File: src/rtl/ctrl_pkg.sv
// Shared encodings for the multicycle controller: opcodes, FSM states,
// instruction classes and the control-field values driven to the datapath.
package ctrl_pkg;

    localparam logic [6:0] OP_R      = 7'b0110011;
    localparam logic [6:0] OP_I      = 7'b0010011;
    localparam logic [6:0] OP_LOAD   = 7'b0000011;
    localparam logic [6:0] OP_STORE  = 7'b0100011;
    localparam logic [6:0] OP_BRANCH = 7'b1100011;
    localparam logic [6:0] OP_JAL    = 7'b1101111;
    localparam logic [6:0] OP_LUI    = 7'b0110111;

    typedef enum logic [2:0] {
        FETCH, DECODE, EXEC, MEM, WB, TRAP
    } state_t;

    typedef enum logic [2:0] {
        CLS_R, CLS_I, CLS_LOAD, CLS_STORE, CLS_BRANCH, CLS_JAL, CLS_LUI, CLS_NONE
    } instr_class_t;

    localparam logic [1:0] ALU_ADD    = 2'b00;
    localparam logic [1:0] ALU_BRANCH = 2'b01;
    localparam logic [1:0] ALU_FUNCT  = 2'b10;
    localparam logic [1:0] ALU_PASS   = 2'b11;

    localparam logic [2:0] IMM_I = 3'b000;
    localparam logic [2:0] IMM_S = 3'b001;
    localparam logic [2:0] IMM_B = 3'b010;
    localparam logic [2:0] IMM_J = 3'b011;
    localparam logic [2:0] IMM_U = 3'b100;

    localparam logic [1:0] RES_ALU = 2'b00;
    localparam logic [1:0] RES_MEM = 2'b01;
    localparam logic [1:0] RES_PC4 = 2'b10;

    localparam logic [1:0] PC_PLUS4  = 2'b00;
    localparam logic [1:0] PC_BRANCH = 2'b01;
    localparam logic [1:0] PC_JUMP   = 2'b10;

endpackage

File: src/rtl/op_decoder.sv
// Purely combinational opcode classifier: legality, instruction class,
// immediate format and ALU operation, zero-extended to the configured widths.
module op_decoder
    import ctrl_pkg::*;
#(
    parameter int ALU_OP_W  = 2,
    parameter int IMM_SRC_W = 3
) (
    input  logic [6:0]           opcode,
    output logic                 legal,
    output logic [2:0]           cls,
    output logic [ALU_OP_W-1:0]  alu_op,
    output logic [IMM_SRC_W-1:0] imm_src
);

    instr_class_t cls_e;
    logic [1:0]   alu_base;
    logic [2:0]   imm_base;

    // NOTE: every output of this block is given a default before the case,
    // so no opcode leaves a value unassigned and no latch is inferred.
    always_comb begin
        legal    = 1'b1;
        cls_e    = CLS_NONE;
        alu_base = ALU_ADD;
        imm_base = IMM_I;
        case (opcode)
            OP_R:      begin cls_e = CLS_R;      alu_base = ALU_FUNCT;  end
            OP_I:      begin cls_e = CLS_I;      alu_base = ALU_FUNCT;  end
            OP_LOAD:   begin cls_e = CLS_LOAD;                         end
            OP_STORE:  begin cls_e = CLS_STORE;  imm_base = IMM_S;     end
            OP_BRANCH: begin cls_e = CLS_BRANCH; alu_base = ALU_BRANCH; imm_base = IMM_B; end
            OP_JAL:    begin cls_e = CLS_JAL;    imm_base = IMM_J;     end
            OP_LUI:    begin cls_e = CLS_LUI;    alu_base = ALU_PASS;   imm_base = IMM_U; end
            default:   legal = 1'b0;
        endcase
    end

    assign cls     = cls_e;
    assign alu_op  = ALU_OP_W'(alu_base);
    assign imm_src = IMM_SRC_W'(imm_base);

endmodule

File: src/rtl/multicycle_control.sv
// Multicycle instruction controller FSM (FETCH/DECODE/EXEC/MEM/WB/TRAP).
// Define ILLEGAL_TRAP_EN to make illegal opcodes lock into TRAP until reset.
module multicycle_control
    import ctrl_pkg::*;
#(
    parameter int ALU_OP_W  = 2,
    parameter int IMM_SRC_W = 3,
    parameter int PC_SRC_W  = 2
) (
    input  logic                 clk,
    input  logic                 rst,
    input  logic [6:0]           opcode,
    input  logic                 zero,
    input  logic                 mem_ready,
    output logic                 mem_req,
    output logic                 mem_write,
    output logic                 ir_write,
    output logic                 pc_write,
    output logic                 reg_write,
    output logic                 retire,
    output logic [ALU_OP_W-1:0]  alu_op,
    output logic [IMM_SRC_W-1:0] imm_src,
    output logic [PC_SRC_W-1:0]  pc_src,
    output logic [1:0]           result_src,
    output logic                 illegal
);

    state_t                state, state_nxt;
    logic [6:0]            op_q;
    logic [6:0]            dec_opcode;
    logic                  dec_legal;
    logic [2:0]            dec_cls;
    logic [ALU_OP_W-1:0]   dec_alu_op;
    logic [IMM_SRC_W-1:0]  dec_imm_src;
    instr_class_t          cls;

    // The live opcode is only meaningful in DECODE; later states use the latched copy.
    assign dec_opcode = (state == DECODE) ? opcode : op_q;

    op_decoder #(
        .ALU_OP_W  (ALU_OP_W),
        .IMM_SRC_W (IMM_SRC_W)
    ) u_op_decoder (
        .opcode  (dec_opcode),
        .legal   (dec_legal),
        .cls     (dec_cls),
        .alu_op  (dec_alu_op),
        .imm_src (dec_imm_src)
    );

    assign cls = instr_class_t'(dec_cls);

    // NOTE: state registers use non-blocking assignments so every flop
    // samples pre-edge values, independent of statement order.
    always_ff @(posedge clk) begin
        if (rst) begin
            state <= FETCH;
            op_q  <= '0;
        end else begin
            state <= state_nxt;
            if (state == DECODE) op_q <= opcode;
        end
    end

    always_comb begin
        state_nxt  = state;
        mem_req    = 1'b0;
        mem_write  = 1'b0;
        ir_write   = 1'b0;
        pc_write   = 1'b0;
        reg_write  = 1'b0;
        retire     = 1'b0;
        alu_op     = '0;
        imm_src    = '0;
        pc_src     = '0;
        result_src = RES_ALU;
        illegal    = 1'b0;

        // Reset forces every output low in the same cycle, aborting any access.
        if (rst) begin
            state_nxt = FETCH;
        end else begin
            case (state)
                FETCH: begin
                    mem_req = 1'b1;
                    if (mem_ready) begin
                        ir_write  = 1'b1;
                        pc_write  = 1'b1;
                        pc_src    = PC_SRC_W'(PC_PLUS4);
                        state_nxt = DECODE;
                    end
                end
                DECODE: begin
                    imm_src = dec_imm_src;
                    if (dec_legal) begin
                        state_nxt = EXEC;
                    end else begin
`ifdef ILLEGAL_TRAP_EN
                        state_nxt = TRAP;
`else
                        state_nxt = FETCH;
`endif
                    end
                end
                EXEC: begin
                    alu_op  = dec_alu_op;
                    imm_src = dec_imm_src;
                    case (cls)
                        CLS_R, CLS_I, CLS_LUI: state_nxt = WB;
                        CLS_LOAD, CLS_STORE:   state_nxt = MEM;
                        CLS_JAL: begin
                            reg_write  = 1'b1;
                            result_src = RES_PC4;
                            pc_src     = PC_SRC_W'(PC_JUMP);
                            pc_write   = 1'b1;
                            retire     = 1'b1;
                            state_nxt  = FETCH;
                        end
                        CLS_BRANCH: begin
                            pc_src    = PC_SRC_W'(PC_BRANCH);
                            pc_write  = zero;
                            retire    = 1'b1;
                            state_nxt = FETCH;
                        end
                        default: state_nxt = FETCH;
                    endcase
                end
                MEM: begin
                    imm_src   = dec_imm_src;
                    mem_req   = 1'b1;
                    mem_write = (cls == CLS_STORE);
                    if (mem_ready) begin
                        if (cls == CLS_STORE) begin
                            retire    = 1'b1;
                            state_nxt = FETCH;
                        end else begin
                            state_nxt = WB;
                        end
                    end
                end
                WB: begin
                    reg_write  = 1'b1;
                    result_src = (cls == CLS_LOAD) ? RES_MEM : RES_ALU;
                    retire     = 1'b1;
                    state_nxt  = FETCH;
                end
`ifdef ILLEGAL_TRAP_EN
                TRAP: begin
                    illegal = 1'b1;
                end
`endif
                default: state_nxt = FETCH;
            endcase
        end
    end

endmodule

File: config.mk
export PLATFORM = sky130hd
export DESIGN_NAME = multicycle_control
export DESIGN_NICKNAME = d
export VERILOG_FILES = /design/src/rtl/ctrl_pkg.sv /design/src/rtl/op_decoder.sv /design/src/rtl/multicycle_control.sv
export SDC_FILE = /design/constraint.sdc
export NUM_CORES = 1
export LEC_CHECK = 0
export CORE_UTILIZATION = 48
export CTS_BUF_LIST = sky130_fd_sc_hd__clkbuf_4
export CTS_CLUSTER_SIZE = 12
export DETAILED_ROUTE_END_ITERATION = 10
export GPL_TIMING_DRIVEN = 0
export PLACE_DENSITY_LB_ADDON = 0.2
export RECOVER_POWER = 50
export SETUP_SLACK_MARGIN = 0.02
export SLEW_MARGIN = 5
export SYNTH_ARGS = -nofsm -noshare
export SYNTH_HDL_FRONTEND = slang
export SYNTH_SLANG_ARGS = --single-unit
File: constraint.sdc
create_clock -name clk -period 3.37 [get_ports clk]
set_input_delay 0.5055 -clock clk [delete_from_list [all_inputs] [get_ports clk]]
set_output_delay 0.5055 -clock clk [all_outputs]
set_load 0.01 [all_outputs]
==> Yosys cells after proc, flatten, opt, wreduce, memory -nomap -nowiden <==
Cells that the tools add are included.
{ "totals": {"ff_bits": 10, "word_cells": 71, "in_bits": 11, "out_inout_bits": 16} }
{ "op_classes": {"reduce_logical": 10, "eq_ne": 19, "mux": 40} }
{ "op_table": {"columns": ["operator", "n"], "rows": [
  ["3-bit one-hot mux with 4 select lines", 2],
  ["7-bit by 6-bit equality test with 1-bit output, second input constant", 3],
  ["3-bit one-hot mux with 7 select lines", 1],
  ["1-bit 2-to-1 mux", 16],
  ["3-bit 2-to-1 mux", 5],
  ["7-bit equality test, second input constant", 2],
  ["2-bit 2-to-1 mux", 7],
  ["3-bit by 2-bit equality test with 1-bit output, second input constant", 4],
  ["3-bit equality test, second input constant", 4],
  ["2-bit one-hot mux with 2 select lines", 2],
  ["2-bit OR reduction", 4],
  ["7-bit by 2-bit equality test with 1-bit output, second input constant", 1],
  ["7-bit by 5-bit equality test with 1-bit output, second input constant", 1],
  ["7-bit 2-to-1 mux", 1],
  ["7-bit OR reduction", 1],
  ["3-bit by 1-bit equality test with 1-bit output, second input constant", 2],
  ["3-bit logical NOT", 2],
  ["1-bit one-hot mux with 2 select lines", 3],
  ["2-bit one-hot mux with 3 select lines", 1],
  ["3-bit one-hot mux with 2 select lines", 1],
  ["3-bit OR reduction", 2],
  ["2-bit inequality test, second input constant", 2],
  ["1-bit one-hot mux with 3 select lines", 1],
  ["2-bit AND reduction", 1]
]} }

==> Depth between registers and ports, before layout <==
Gate-level depths: netlist of run 1.
{ "depth": {"ltp_word": 9, "mapped_depth": 7} }

==> Cells and area by module <==
Synthesis of run 1 repeated with hierarchy kept, for this count alone.
{ "unflattened": {"hier_cells": 106, "hier_area_um2": 894.6} }
{ "by_module_without_submodules": {"columns": ["mod", "cells_each", "area_each_um2", "n_inst"], "rows": [
  ["multicycle_control", 72, 669.4, 1],
  ["op_decoder", 34, 225.2, 1]
]} }

==> Worst setup path after synthesis of run 1 <==
Ideal clock, no wire load.
{ "synth_timing": {"kind": "register to output", "startpoint": "register state[2]", "endpoint": "output port pc_write", "path_stages_with_launch": 8, "arrival_ps": 2123, "n_path_buf": 2, "path_slack_ps": 742, "t_required_ps": 2864, "path_cell_list": "dfxtp_1 > buf_6 > or3b_4 > buf_6 > nor4_2 > nor2_1 > or4_1 > a311oi_1"} }
{ "synth_via": {"elab_chain_cells": 8, "word_cells_on_any_way": 17, "classes_between": "eq/ne (11); mux (5); reduce/logical (1)"} }
{ "synth_rtl": {"columns": ["element", "line", "rtl"], "rows": [
  ["start, declared", "multicycle_control.sv:28", "state_t state, state_nxt;"],
  ["start signal, assigned", "multicycle_control.sv:60", "state <= state_nxt;"],
  ["3-bit by 1-bit equality test with 1-bit output", "multicycle_control.sv:38", "assign dec_opcode = (state == DECODE) ? opcode : op_q;"],
  ["7-bit 2-to-1 mux", null, null],
  ["7-bit by 6-bit equality test with 1-bit output (tied with other cells)", "op_decoder.sv:27", "case (opcode)"],
  ["3-bit one-hot mux with 7 select lines", "op_decoder.sv:27", null],
  ["3-bit equality test", "multicycle_control.sv:108", "case (cls)"],
  ["1-bit one-hot mux with 2 select lines", "multicycle_control.sv:108", null],
  ["1-bit one-hot mux with 2 select lines *", "multicycle_control.sv:83", "case (state)"],
  ["1-bit 2-to-1 mux *", "multicycle_control.sv:80", "if (rst) begin"],
  ["end, declared", "multicycle_control.sv:18", "output logic pc_write,"]
]} }
Mark *: on every way between the ends. The rest lies on a longest branch, timed or not.

==> Final worst setup path of run 1 <==
{ "layout_timing": {"startpoint": "input port opcode[2]", "endpoint": "output port pc_src[0]"} }
{ "layout_via": {"elab_chain_cells": 7, "word_cells_on_any_way": 14, "classes_between": "eq/ne (9); mux (5)"} }
{ "layout_rtl": {"columns": ["element", "line", "rtl"], "rows": [
  ["start, declared", "multicycle_control.sv:12", "input logic [6:0] opcode,"],
  ["7-bit 2-to-1 mux *", null, null],
  ["7-bit by 6-bit equality test with 1-bit output (tied with other cells)", "op_decoder.sv:27", null],
  ["3-bit one-hot mux with 7 select lines *", "op_decoder.sv:27", null],
  ["3-bit equality test", "multicycle_control.sv:108", null],
  ["2-bit one-hot mux with 2 select lines *", "multicycle_control.sv:108", null],
  ["2-bit 2-to-1 mux *", null, null],
  ["2-bit 2-to-1 mux *", "multicycle_control.sv:80", null],
  ["end, declared", "multicycle_control.sv:23", "output logic [PC_SRC_W-1:0] pc_src,"]
]} }
Marks and branches as above.

==> flow_summary.json, run 1 <==
{
  "cts_buffer_depth": 2,
  "die_w_microns": 45.8,
  "irDropWorstVdd_mv": 0.247,
  "wire_per_inst_microns": 13.5,
  "synth_cell_types": 48,
  "syn_avg_cell_area_sq_um": 7.56,
  "place_congestion": 0.865,
  "syn_area_sq_um": 922,
  "synth_ff_type": "dfxtp_1",
  "ys_seq_elements": 10,
  "dp_hpwl_mm": 1.87,
  "start_kind": "input pin",
  "finalPower_w": 0.000272,
  "cts-root-buf": "clkbuf_4",
  "grt_first_pass_wirelength_mm": 3.72,
  "wirelength_mm": 2.37,
  "rsz0062_at_grt": "no",
  "worstSetupPathType": "input pin to output pin",
  "crit_fanout": 7,
  "final_cell_mix": "nand2_1, clkdlybuf4s50_1, nor2_1, a21oi_1, dfxtp_1",
  "die_h_microns": 45.8,
  "core_sq_um": 1760,
  "viasPerCell": 5.67,
  "post-route-period-util_pct": 95.1,
  "drt_iter0_drc": 31,
  "hold_path.class": "flip-flop to flip-flop",
  "p_leak_nw": 0.419,
  "synth_edf_count": 0,
  "finClkSkew_ns": 0.00468,
  "outcome": "complete, no violations",
  "rows": 15,
  "grt_pass1_vias": 829,
  "yosysSeqAreaShare_pct": 21.7,
  "fin_tns_setup_ns": 0,
  "slew-limit-headroom_pct": 61.3,
  "design_area_sq_um": 1240,
  "die-area_sq_um": 2100,
  "portBuffers": 25,
  "dpl_cell_area_sq_um": 1200,
  "synth_nets": 133,
  "grt_overflow": 0,
  "final_cell_count_no_fill": 176,
  "worst_ep_required_time_ns": 2.86,
  "ios": 27,
  "dr_total_vias": 998,
  "maxCapViolations": 0,
  "finalCoreUtilization_pct": 70.4,
  "async_flop_share_pct": 0,
  "clock_latency_ns": 0.26,
  "finalCriticalPeriod_ns": 3.20,
  "netlist_instances": 122,
  "drive_above_1_share_pct": 11.9,
  "max_freq_mhz": 312,
  "tritoncts": "done",
  "cts_sinks": 10,
  "nets": 163,
  "worstPathArrival_ns": 2.70,
  "tightest_slew_ns": 0.579,
  "path_clk_slew_ns": 0.06,
  "antenna_cells": 0,
  "finalMaxSlewViolations": 0,
  "finalHoldViolations": 0,
  "grt_usage_pct": 25.0,
  "drcViolationCount": 0,
  "yosysWarnings": 0,
  "cts_setup_buffers": 0,
  "dp.cells": 172,
  "initial_utilization_pct": 52.3,
  "worstSetupEndpointType": "output pin",
  "min_path_cells": 2,
  "first_pass_iters": 4,
  "area_growth_pct": 34.7,
  "antenna_left": 0,
  "rr_worst_depth": 7,
  "setup_violations": 0,
  "grt_start_max_net_pins": 11,
  "p_per_area_nw_per_um2": 219,
  "cts_max_level": 1,
  "numCtsBuffers": 3,
  "antenna_found_initial": 0
}
==> worst max-delay path, cell delays in order <==
cell	delay [ns]
clkdlybuf4s50_1	0.56
or3_1	0.51
o32ai_4	0.29
inv_1	0.09
nor3_1	0.18
clkdlybuf4s50_1	0.56
==> cell type report <==
type                    count  area (sq um)
inverters                   4          15.0
repair buffers             25           244
flip-flops and latches     10           200
plain buffers               7          46.3
well taps                  25          31.3
clock buffers               3          22.5
multi-input cells         101           679
fillers                   168           522
clock inverters             1          3.75
==> worst paths after layout <==
kind	slack (ns)	end	startpoint
setup reg to reg	1.05	state[1]	state[2]
setup / recovery	0.17	pc_src[0]	opcode[2]
hold / removal	0.50	op_q[0]	op_q[0]
hold reg to reg	0.50	op_q[0]	op_q[0]
==> sequential cells by signal, indices dropped and copies added, names as in the netlist <==
name	flops
state	3
op_q	7
==> logic make-up after synthesis <==
kind of cell / share of synthesized area [%]
AOI/OAI and AO/OA: 27.7
xor gates and xnor gates: 1.90
buffers and inverters: 6.65
DFF: 21.7
muxes: 3.26
other: 0.407
and+or+nand+nor: 38.4
==> synthesized netlist by cell type, types with 2 or more instances <==
| cell | instances | share of area, % |
|---|---|---|
| nor4_1 | 3 | 2.0 |
| nand3_1 | 3 | 1.6 |
| dfxtp_1 | 10 | 22 |
| mux2i_1 | 3 | 3.3 |
| buf_6 | 2 | 2.4 |
| or4_1 | 2 | 1.6 |
| nand4b_1 | 3 | 2.8 |
| clkbuf_1 | 3 | 1.2 |
| nand2b_1 | 5 | 3.4 |
| nor3_1 | 4 | 2.2 |
| inv_1 | 4 | 1.6 |
| o21ai_0 | 3 | 1.6 |
| a2111oi_4 | 2 | 6.0 |
| xor2_1 | 2 | 1.9 |
| o32ai_1 | 2 | 1.9 |
| nand2_1 | 18 | 7.3 |
| nor2_1 | 12 | 4.9 |
| or3_1 | 2 | 1.4 |
| a21oi_1 | 10 | 5.4 |
==> layer usage <==
| metal | part of all wire, % | track usage, % | vias up |
|---|---|---|---|
| met5 | 0 | 0 | - |
| met4 | 1.4 | 12.4 | 0 |
| met3 | 4.3 | 2.78 | 4 |
| li1 | - | - | 511 |
| met2 | 46 | 40.0 | 32 |
| met1 | 48 | 33.1 | 451 |
==> stage by stage <==
stage	hold WS, ns	worst slack, ns
6_report	0.496	0.167
5_1_grt	0.510	0.0386
4_1_cts	0.494	0.136
3_5_place_dp	0.486	-0.175
3_3_place_gp	0.477	-0.151
2_1_floorplan	0.463	0.742
==> power by group <==
group / leakage, nW / internal [W] / switching [W] / total (W)
logic: 0.322 / 0.0000291 / 0.0000352 / 0.0000644
clock network: 0.0154 / 0.0000426 / 0.0000373 / 0.0000799
registers: 0.0815 / 0.000123 / 0.00000513 / 0.000128
total: 0.419 / 0.000195 / 0.0000777 / 0.000272
==> repair_timing <==
item                                    in CTS  in global routing
endpoints found under the setup margin       7                  1
gates cloned                                 0                  0
hold buffers                                 0                  0
gates resized for setup                      6                  1
Note: power is estimated with default switching activity, not from simulation.
==> inputs of run 2 (changes only) <==
- SETUP_SLACK_MARGIN: 0.02 -> default
==> flow_summary.json, run 2 (synthesis gave the netlist of run 1 again) <==
{
  "outcome": "complete, no violations",
  "drt_iter0_drc": 27,
  "grt_start_max_net_pins": 11,
  "numCtsBuffers": 3,
  "irDropWorstVdd_mv": 0.249,
  "drive_above_1_share_pct": 11.9,
  "start_kind": "input pin",
  "tightest_slew_ns": 0.568,
  "cts_sinks": 10,
  "rows": 15,
  "p_clk_share_pct": 29.2,
  "crit_fanout": 7,
  "antenna_left": 0,
  "core_sq_um": 1760,
  "worstPathCellList": "clkdlybuf4s50_1, or3_1, o32ai_4, inv_1, nor3_1, clkdlybuf4s50_1",
  "combPwrFrac_pct": 24.0,
  "tritoncts": "done",
  "rsz0062_at_grt": "no",
  "p_seq_share_pct": 46.8,
  "largest_reg_flops": 7,
  "wire_per_inst_microns": 13.7,
  "portBuffers": 25,
  "min_path_cells": 2,
  "die-area_sq_um": 2100,
  "finalHoldViolations": 0,
  "antenna_found_initial": 0,
  "setup_violations": 0,
  "slew-limit-headroom_pct": 62.1,
  "cts-root-buf": "clkbuf_4",
  "p_per_area_nw_per_um2": 218,
  "wirelength_mm": 2.41,
  "cp_slowest_cell": "clkdlybuf4s50_1",
  "slowest_delay_ns": 0.56,
  "path_clk_slew_ns": 0.06,
  "grt_pass1_vias": 830,
  "p_leak_nw": 0.436,
  "hold_path.class": "flip-flop to flip-flop",
  "critPathBufInv": 3,
  "largestRegisters": "op_q: 7 flops, state: 3 flops",
  "design_area_sq_um": 1250,
  "drcViolationCount": 0,
  "dp_hpwl_mm": 1.87,
  "critPathTopFamily": "buffers and inverters",
  "rr_worst_depth": 7,
  "nets": 163,
  "worstSetupPathType": "input pin to output pin",
  "fin_tns_setup_ns": 0,
  "finClkSkew_ns": 0.00410,
  "worstPathArrival_ns": 2.70,
  "cp.depth": 6,
  "grt_first_pass_wirelength_mm": 3.72,
  "final_cell_mix": "nand2_1, clkdlybuf4s50_1, nor2_1, a21oi_1, dfxtp_1",
  "post-route-period-util_pct": 95.1,
  "largest_register": "op_q",
  "maxCapViolations": 0,
  "viasPerCell": 5.67,
  "finalCoreUtilization_pct": 71.1,
  "die_h_microns": 45.8,
  "path_common_cell": "clkdlybuf4s50_1",
  "die_w_microns": 45.8,
  "worst_ep_required_time_ns": 2.86,
  "power_switching_w": 0.0000791,
  "ios": 27,
  "clock_latency_ns": 0.26,
  "finalMaxSlewViolations": 0,
  "finalCriticalPeriod_ns": 3.20,
  "postCtsHoldBufs": 0,
  "worstSetupEndpointType": "output pin",
  "area_growth_pct": 36.1,
  "fillCellCount": 163,
  "place_congestion": 0.865,
  "cts_setup_buffers": 0,
  "internal_power_w": 0.000195,
  "dpl_cell_area_sq_um": 1200,
  "cts_buffer_depth": 2,
  "cts_max_level": 1,
  "dr_total_vias": 998,
  "first_pass_iters": 4,
  "initial_utilization_pct": 52.3,
  "p_sw_share_pct": 28.9,
  "max_freq_mhz": 312,
  "grt_usage_pct": 25.0,
  "antenna_cells": 0,
  "grt_overflow": 0
}
==> run 2: per-stage QoR <==
stage | setup slack [ns] | std cells | power [W] | hold slack, ns
final | 0.166 | 176 | 0.000274 | 0.500
after global placement | -0.151 | 172 | 0.000193 | 0.477
after CTS | 0.00933 | 176 | 0.000275 | 0.494
after global routing | 0.0386 | 176 | 0.000294 | 0.510
after detailed placement | -0.175 | 172 | 0.000194 | 0.486
after floorplan | 0.742 | 122 | 0.000164 | 0.463
==> run 2: path summary, 6_finish.rpt <==
| check | startpoint | end | slack [ns] |
|---|---|---|---|
| worst min-delay path | op_q[0] | op_q[0] | 0.50 |
| worst max-delay path | opcode[2] | pc_src[0] | 0.17 |
| worst max register to register | state[2] | state[1] | 1.04 |
| worst min register to register | op_q[0] | op_q[0] | 0.50 |
==> run 2: timing repair <==
action                                  CTS  global route
gates resized for setup                   5             3
endpoints found under the setup margin    5             2
pin swaps                                 0             0
==> run 2: power by group through the flow <==
stage          combinational, W  sequential, W  clock [W]
2_1_floorplan         0.0000348       0.000129          0
3_3_place_gp          0.0000627       0.000130          0
3_5_place_dp          0.0000637       0.000131          0
4_1_cts               0.0000637       0.000128  0.0000837
5_1_grt               0.0000714       0.000129  0.0000943
6_report              0.0000657       0.000128  0.0000801
==> run 2: layer usage <==
layer  global-route usage, %  routed length (microns)  up-vias
li1                        -                        -      511
met4                    12.4                       18        0
met5                       0                        0        -
met2                    40.0                     1170       21
met1                    33.1                     1150      464
met3                    2.78                       70        2
==> run 2: cell type report <==
type	count	area (sq um)	area share (%)
repair buffers	25	248	19.7
multi-input cells	101	688	54.8
plain buffers	7	46.3	3.69
clock inverters	1	3.75	0.299
flip-flops and latches	10	200	16.0
inverters	4	15.0	1.20
well taps	25	31.3	2.49
clock buffers	3	22.5	1.79
==> run 2: worst reg2reg max path, cell delays in order (launching register included) <==
cell	delay, ns
dfxtp_1	0.31
buf_6	0.13
or3b_4	0.40
buf_6	0.16
mux2i_1	0.43
o21bai_1	0.37
nand4b_1	0.17
a31o_2	0.26
==> inputs of run 3 (changes only) <==
- DONT_BUFFER_PORTS: default -> 1
- clock period: 3.37 -> 4 ns (I/O delays scaled with it)
==> flow_summary.json, run 3 (synthesis gave the netlist of run 1 again) <==
{
  "worst_ep_required_time_ns": 3.40,
  "cts_max_level": 1,
  "ios": 27,
  "layout_commonest_cell": "nand2_1",
  "tightest_slew_ns": 0.891,
  "multi_input_area_sq_um": 653,
  "r2r_end": "state[1]",
  "drive_above_1_share_pct": 9.52,
  "hold_path.class": "input pin to flip-flop",
  "r2r-start": "state[0]",
  "place_congestion": 0.866,
  "drcViolationCount": 0,
  "worstSetupPathType": "flip-flop to output pin",
  "regArea_sq_um": 200,
  "antenna_left": 0,
  "portBuffers": 0,
  "dp.cells": 147,
  "wire_per_inst_microns": 15.6,
  "rows": 15,
  "grt_start_max_net_pins": 11,
  "largest_reg_flops": 7,
  "cts_buffer_depth": 2,
  "dp_hpwl_mm": 1.79,
  "largest_register": "op_q",
  "p_leak_nw": 0.284,
  "cts-root-buf": "clkbuf_4",
  "min_path_cells": 2,
  "area_growth_pct": 3.66,
  "dr_total_vias": 923,
  "fillCellCount": 191,
  "finalMaxSlewViolations": 0,
  "numCtsBuffers": 3,
  "setup_violations": 0,
  "hold_end": "op_q[0]",
  "die_w_microns": 45.8,
  "clock_latency_ns": 0.25,
  "postCtsHoldBufs": 0,
  "maxCapViolations": 0,
  "outcome": "complete, no violations",
  "grt_pass1_vias": 821,
  "grt_usage_pct": 25.0,
  "final_cell_count_no_fill": 151,
  "largestRegisters": "op_q: 7 flops, state: 3 flops",
  "initial_utilization_pct": 52.3,
  "tritoncts": "done",
  "wirelength_mm": 2.36,
  "slew-limit-headroom_pct": 40.4,
  "die-area_sq_um": 2100,
  "irDropWorstVdd_mv": 0.147,
  "antenna_found_initial": 0,
  "drt_iter0_drc": 26,
  "max_freq_mhz": 291,
  "cts_sinks": 10,
  "finalCriticalPeriod_ns": 3.43,
  "p_per_area_nw_per_um2": 218,
  "cts_setup_buffers": 0,
  "rsz0062_at_grt": "no",
  "path_clk_slew_ns": 0.06,
  "antenna_cells": 0,
  "post-route-period-util_pct": 85.8,
  "crit_fanout": 10,
  "first_pass_iters": 4,
  "core_sq_um": 1760,
  "worstPathArrival_ns": 2.83,
  "grt_first_pass_wirelength_mm": 3.75,
  "nets": 138,
  "whs_ns": 0.478,
  "rrSetupSlack_ns": 1.31,
  "fin_tns_setup_ns": 0,
  "finalHoldViolations": 0,
  "grt_overflow": 0,
  "start_kind": "flip-flop",
  "cts_resized": 0,
  "viasPerCell": 6.11,
  "worstSetupEndpointType": "output pin",
  "rr_worst_depth": 6,
  "finClkSkew_ns": 0.00170,
  "holdCritStartpoint": "opcode[0]",
  "final_cell_mix": "nand2_1, nor2_1, a21oi_1, dfxtp_1, clkbuf_1",
  "die_h_microns": 45.8
}
run 3: area by class of cell:
cell class                 count  area share [%]
buffer                         7            3.14
clock buffer                   3            2.36
clock inverter                 1           0.393
inverter                       4            1.57
multi-input combinational    101            68.3
sequential                    10            20.9
tap                           25            3.27
run 3: power by group:
group          total (W)  internal [W]  switching, W  leakage (nW)
logic          0.0000337     0.0000122     0.0000215         0.187
registers       0.000108      0.000104    0.00000437        0.0815
clock network  0.0000666     0.0000359     0.0000307        0.0154
run 3: metrics by stage:
step / util, % / total power, W / setup slack, ns / area, sq um
after floorplan: - / 0.000138 / 1.28 / 922
after global placement: 54.0 / 0.000144 / 1.12 / 953
after detailed placement: 54.0 / 0.000145 / 1.13 / 953
after CTS: 55.5 / 0.000213 / 0.838 / 980
after global routing: 54.2 / 0.000222 / 0.391 / 956
final: 54.2 / 0.000208 / 0.568 / 956
run 3: critical path: stages (launching register included):
cell and delay, ns:
dfxtp_1 0.29, clkbuf_1 0.18, or3b_1 0.46, clkbuf_1 0.28
nor4_2 0.35, nor2_1 0.06, or4_1 0.54, a311oi_1 0.42
run 3: how the worst max path moves through the flow:
stage | slack [ns] | from | to | cells after the start
after floorplan | 1.28 | state[2] | pc_write | 7
after global placement | 1.12 | state[2] | pc_write | 7
after detailed placement | 1.13 | state[2] | pc_write | 7
after CTS | 0.84 | state[2] | pc_write | 7
after global routing | 0.39 | state[0] | result_src[1] | 6
final | 0.57 | state[2] | pc_write | 7
run 3: layer usage:
layer / vias up / wire length [microns] / global-route usage (%)
li1: 459 / - / -
met1: 429 / 1130 / 35.1
met2: 31 / 1080 / 37.1
met3: 4 / 110 / 1.98
met4: 0 / 36 / 14.7
met5: - / 0 / 0
